`src/rtl/lp_filter_multi.sv`:
```
// Multi-channel cascaded first-order low-pass filter sharing one stage-update datapath.
// Latency: out_vld pulses CH*ORDER+1 cycles after the accepted in_vld strobe.
// No backpressure: strobes arriving while busy are dropped and latch the sticky miss flag.
module lp_filter_multi #(
   parameter int R     = 14,
   parameter int RT    = 6,
   parameter int CH    = 4,
   parameter int ORDER = 2,
   parameter int S     = 49
) (
   input  logic            clk,
   input  logic            rst,
   input  logic            clr,
   input  logic            in_vld,
   input  logic [CH*R-1:0] in_data,
   input  logic [CH*RT-1:0] tau,
   output logic [CH*R-1:0] out_data,
   output logic            out_vld,
   output logic            busy,
   output logic            miss
);

   localparam int N    = CH * ORDER;
   localparam int CW   = (CH > 1) ? $clog2(CH) : 1;
   localparam int SW   = (ORDER > 1) ? $clog2(ORDER) : 1;
   localparam int IW   = (N > 1) ? $clog2(N) : 1;
   localparam int TMAX = S - R;

   typedef enum logic [1:0] {IDLE, RUN, DONE} state_t;
   state_t state, state_nxt;

   logic [CH*R-1:0]     cap_data;
   logic [CH*RT-1:0]    cap_tau;
   logic [CW-1:0]       ch_idx;
   logic [SW-1:0]       st_idx;
   logic signed [S-1:0] acc [N];
   logic signed [R-1:0] prev_out;
   logic [CH*R-1:0]     res;

   logic [IW-1:0]       idx;
   logic [RT-1:0]       tau_c;
   logic [31:0]         t_eff;
   logic signed [R-1:0] x_in;
   logic signed [S-1:0] acc_cur;
   logic signed [S-1:0] shr;
   logic [S:0]          sum_n;
   logic signed [S-1:0] acc_new;
   logic signed [S-1:0] so;
   logic                fits;
   logic signed [R-1:0] stg_out;
   logic                last_stage;
   logic                last_step;
   logic [CH*R-1:0]     res_nxt;

   // Shared stage update for the (channel, stage) slot selected by the sweep counters
   always_comb begin
      idx        = IW'(ch_idx) * IW'(ORDER) + IW'(st_idx);
      tau_c      = cap_tau[ch_idx*RT +: RT];
      t_eff      = (32'(tau_c) > 32'(TMAX)) ? 32'(TMAX) : 32'(tau_c);
      last_stage = (st_idx == SW'(ORDER - 1));
      last_step  = last_stage && (ch_idx == CW'(CH - 1));
      // stage 0 reads the captured sample, later stages chain the previous stage output
      x_in       = (st_idx == '0) ? cap_data[ch_idx*R +: R] : prev_out;
      acc_cur    = acc[idx];
      shr        = acc_cur >>> t_eff;
      sum_n      = {{(S+1-R){x_in[R-1]}}, x_in} - {shr[S-1], shr} + {acc_cur[S-1], acc_cur};
      if (sum_n[S] != sum_n[S-1])
         acc_new = sum_n[S] ? {1'b1, {(S-1){1'b0}}} : {1'b0, {(S-1){1'b1}}};
      else
         acc_new = sum_n[S-1:0];
      so         = acc_new >>> t_eff;
      fits       = (&so[S-1:R-1]) | (~|so[S-1:R-1]);
      if (fits)
         stg_out = so[R-1:0];
      else
         stg_out = so[S-1] ? {1'b1, {(R-1){1'b0}}} : {1'b0, {(R-1){1'b1}}};
      res_nxt    = res;
      if (last_stage)
         res_nxt[ch_idx*R +: R] = stg_out;
   end

   // State register
   always_ff @(posedge clk) begin
      if (rst)
         state <= IDLE;
      else
         state <= state_nxt;
   end

   // Next-state logic; clr aborts any sweep back to IDLE
   always_comb begin
      state_nxt = state;
      case (state)
         IDLE:    if (in_vld) state_nxt = RUN;
         RUN:     if (last_step) state_nxt = DONE;
         DONE:    state_nxt = IDLE;
         default: state_nxt = IDLE;
      endcase
      if (clr)
         state_nxt = IDLE;
   end

   // Status outputs decoded from state
   always_comb begin
      busy    = (state != IDLE);
      out_vld = (state == DONE);
   end

   // Capture, accumulator updates, sweep counters, result publishing and miss flag
   always_ff @(posedge clk) begin
      if (rst) begin
         for (int i = 0; i < N; i++) acc[i] <= '0;
         cap_data <= '0;
         cap_tau  <= '0;
         ch_idx   <= '0;
         st_idx   <= '0;
         prev_out <= '0;
         res      <= '0;
         out_data <= '0;
         miss     <= 1'b0;
      end else if (clr) begin
         for (int i = 0; i < N; i++) acc[i] <= '0;
         ch_idx <= '0;
         st_idx <= '0;
         miss   <= 1'b0;
      end else begin
         if (in_vld && busy)
            miss <= 1'b1;
         if (state == IDLE && in_vld) begin
            cap_data <= in_data;
            cap_tau  <= tau;
            ch_idx   <= '0;
            st_idx   <= '0;
         end
         if (state == RUN) begin
            acc[idx] <= acc_new;
            prev_out <= stg_out;
            res      <= res_nxt;
            if (last_stage) begin
               st_idx <= '0;
               ch_idx <= ch_idx + 1'b1;
            end else begin
               st_idx <= st_idx + 1'b1;
            end
            // all channels become visible together in the DONE cycle
            if (last_step)
               out_data <= res_nxt;
         end
      end
   end

endmodule

```
`config.mk`:
```
export PLATFORM = sky130hd
export DESIGN_NAME = lp_filter_multi
export DESIGN_NICKNAME = d
export VERILOG_FILES = /design/src/rtl/lp_filter_multi.sv
export SDC_FILE = /design/constraint.sdc
export NUM_CORES = 2
export LEC_CHECK = 0
export ABC_AREA = 0
export CAP_MARGIN = 20
export CORE_AREA = 2 2 338 340
export DETAILED_ROUTE_END_ITERATION = 10
export DIE_AREA = 0 0 340 342
export PLACE_DENSITY_LB_ADDON = 0.2
export SLEW_MARGIN = 10
export SYNTH_ARGS = -nofsm -noshare
export SYNTH_HDL_FRONTEND = slang
export SYNTH_SLANG_ARGS = --single-unit
```
`constraint.sdc`:
```
create_clock -name clk -period 18.1 [get_ports clk]
set_input_delay 2.715 -clock clk [delete_from_list [all_inputs] [get_ports clk]]
set_output_delay 2.715 -clock clk [all_outputs]
set_load 0.01 [all_outputs]
```
==> flow_summary.toml <==
[cells_and_area]
fill_cells = 11420
areaGrowthSynthToFinish_pct = 13.61
final_layout_size_suffix_gt1_frac = 0.09684
final_net_count = 4371
final_util = 0.3819
diodes = 0

[timing]
period_needed_ns = 15.58
maxSlewHeadroom = 0.1368
fin_tns_setup_ns = 0
setup_viol = 0
fin_ws_ns = 2.519
min_period_over_period = 0.8608
clock_skew_ns = 0.03724
finalHoldViolations = 0
final_max_slew_viol_count = 0
rsz0062_at_grt = "no"
fmax_mhz = 64.18
tightest_slew_ns = 1.281

[floorplanning]
die_width_um = 340
start_util = 0.3362
dieHeight_um = 342
core_mm2 = 0.1131
rows = 124
ioPinCount = 143
die_area_mm2 = 0.1163

[grt]
antenna_found_initial = 0
grt_max_degree = 70
grt_usage = 0.2667
grt_pass1_wl_um = 231900
grt_pass1_vias = 33530
overflow = 0

[synth]
synth_flop_cell = "edfxtp_1"
synth_cell_types = 103
yosysTopAreaCell = "edfxtp_1"
avgSynthCellArea_um2 = 9.053
yosysWarningCount = 0
ys_seq_area_frac = 0.4138
synth_top_area_share = 0.3096
netlist_area_mm2 = 0.03802
synth_common_cells = "nor2_1, nand2_1, edfxtp_1"
synth_seq_cells = 590
ys_top_cells_by_area = "edfxtp_1, dfxtp_1, nor2_1"
synth_edf_count = 392
syn-num-nets = 4391
synth_most_common_cell = "nor2_1"
netlist_instances = 4200
async_flop_share = 0

[routing]
wl_um = 160400
antenna_left = 0
viasPerCell = 6.057
drt-pass1-iter-count = 8
drtIter0Drc = 3955
drc = 0
wl_per_cell_um = 27.91
vias = 34800

[worst_setup_path]
crit_fanout = 54
cpMaxStageDelayCell = "mux4_2"
startpoint_type = "flip-flop"
required_ns = 18.60
cp_slowest_stage_delay_ns = 0.99
end_kind = "flip-flop"
cp_common_cell = "nor2_1"
path_class = "flip-flop to flip-flop"
arrival_ns = 16.08

[clock_network]
htreeDepth = 3
clockBufferDepth = 3
cts.sink_count = 590
cts.repair.resized = 0
clk_latency_ns = 0.66
cts-root-buf = "clkbuf_16"
numCtsBuffers = 69
cts_tree = "built"
post-cts-setup-buffers = 0
cts_hold_buf = 0
path_clk_slew_ns = 0.06

[placed_design]
io_buffers = 142
hpwl_um = 111100
post-place-ws_ns = 3.053
globalplace.congestion = 0.9849

[power_and_ir_drop]
cellLeakagePower_uw = 0.01617
power.total_uw = 7454
cellPowerDensity_mw_per_mm2 = 172.6
peakVddDrop_v = 0.0001632

[status]
status = "finished, final reports clean"

[job]
drv_cap = 0

[min_path]
holdCritPathClass = "flip-flop to flip-flop"
## critical path: cells and delay by family, from the launching register on
family	cells	cell delay, ns
xor gates and xnor gates	1	0.26
muxes	3	1.58
buffers and inverters	4	1.34
adders and majority gates	3	1.80
and+or+nand+nor	21	5.21
AOI/OAI and AO/OA	12	4.17
DFF	1	0.90
## metrics by stage
step,cell area (µm²),std cells,hold WS [ns]
2_1_floorplan,38020,4200,0.4166
3_3_place_gp,40850,5615,0.4288
3_5_place_dp,40850,5615,0.4331
4_1_cts,43140,5740,0.4529
5_1_grt,43200,5746,0.4714
6_report,43200,5746,0.4502
## path summary, 6_finish.rpt
kind | startpoint | cells after the start | slack, ns | end
max | ch_idx[0] | 44 | 2.52 | res[17]
min | res[38] | 2 | 0.45 | res[38]
max reg2reg | ch_idx[0] | 44 | 2.52 | res[17]
min reg2reg | res[38] | 2 | 0.45 | res[38]
## cell families (layout without fill, tap and decap cells)
kind of cell,after synthesis,count (layout),share of synthesized area
DFF,590,590,0.4138
xor gates and xnor gates,28,28,0.006450
and+or+nand+nor,1648,1648,0.1836
adders and majority gates,107,107,0.04469
AOI/OAI and AO/OA,1103,1103,0.1886
buffers and inverters,417,451,0.04262
muxes,307,307,0.1202
## registers in the layout (all words and copies together) (netlist names)
signal / count
cap_data: 56
last_stage: 1
acc: 392
cap_tau: 24
res: 42
out_data: 56
ch_idx: 2
state: 2
miss: 1
prev_out: 14
## power by group
group | total [µW] | switching (µW) | leakage (µW) | internal [µW]
Clock | 1420 | 605 | 0.00110 | 812
Sequential | 1510 | 20.2 | 0.00598 | 1490
Combinational | 4530 | 3380 | 0.00910 | 1150
## layer usage
| layer | track usage | routed length (µm) |
|---|---|---|
| met5 | 0 | 0 |
| met4 | 0.1034 | 6345 |
| met3 | 0.03862 | 11890 |
| met2 | 0.4120 | 71250 |
| met1 | 0.3768 | 70910 |
## cell usage in the layout, fill, tap and decap left out, types with 59 or more instances in the layout
master	netlist	layout
a211oi_1	70	70
edfxtp_1	392	392
buf_4	2	83
nand2_1	567	550
nor2_1	747	744
mux2i_1	164	164
a21oi_1	352	352
inv_1	96	96
o21ai_0	185	185
nor3_1	72	71
clkdlybuf4s50_1	0	141
dfxtp_1	198	195
ha_1	59	59
o211ai_1	68	68
clkbuf_16	0	69
mux4_2	116	116
## area by class of cell
| type | instances | area [µm²] | area share |
|---|---|---|---|
| sequential | 590 | 15740 | 0.3645 |
| inverter | 100 | 375.4 | 0.008689 |
| multi-input combinational | 3193 | 20840 | 0.4824 |
| clock buffer | 100 | 1933 | 0.04475 |
| tap | 1512 | 1892 | 0.04379 |
| clock inverter | 25 | 350.3 | 0.008110 |
| timing repair buffer | 226 | 2066 | 0.04782 |
Note: power is estimated with default switching activity, not from simulation.
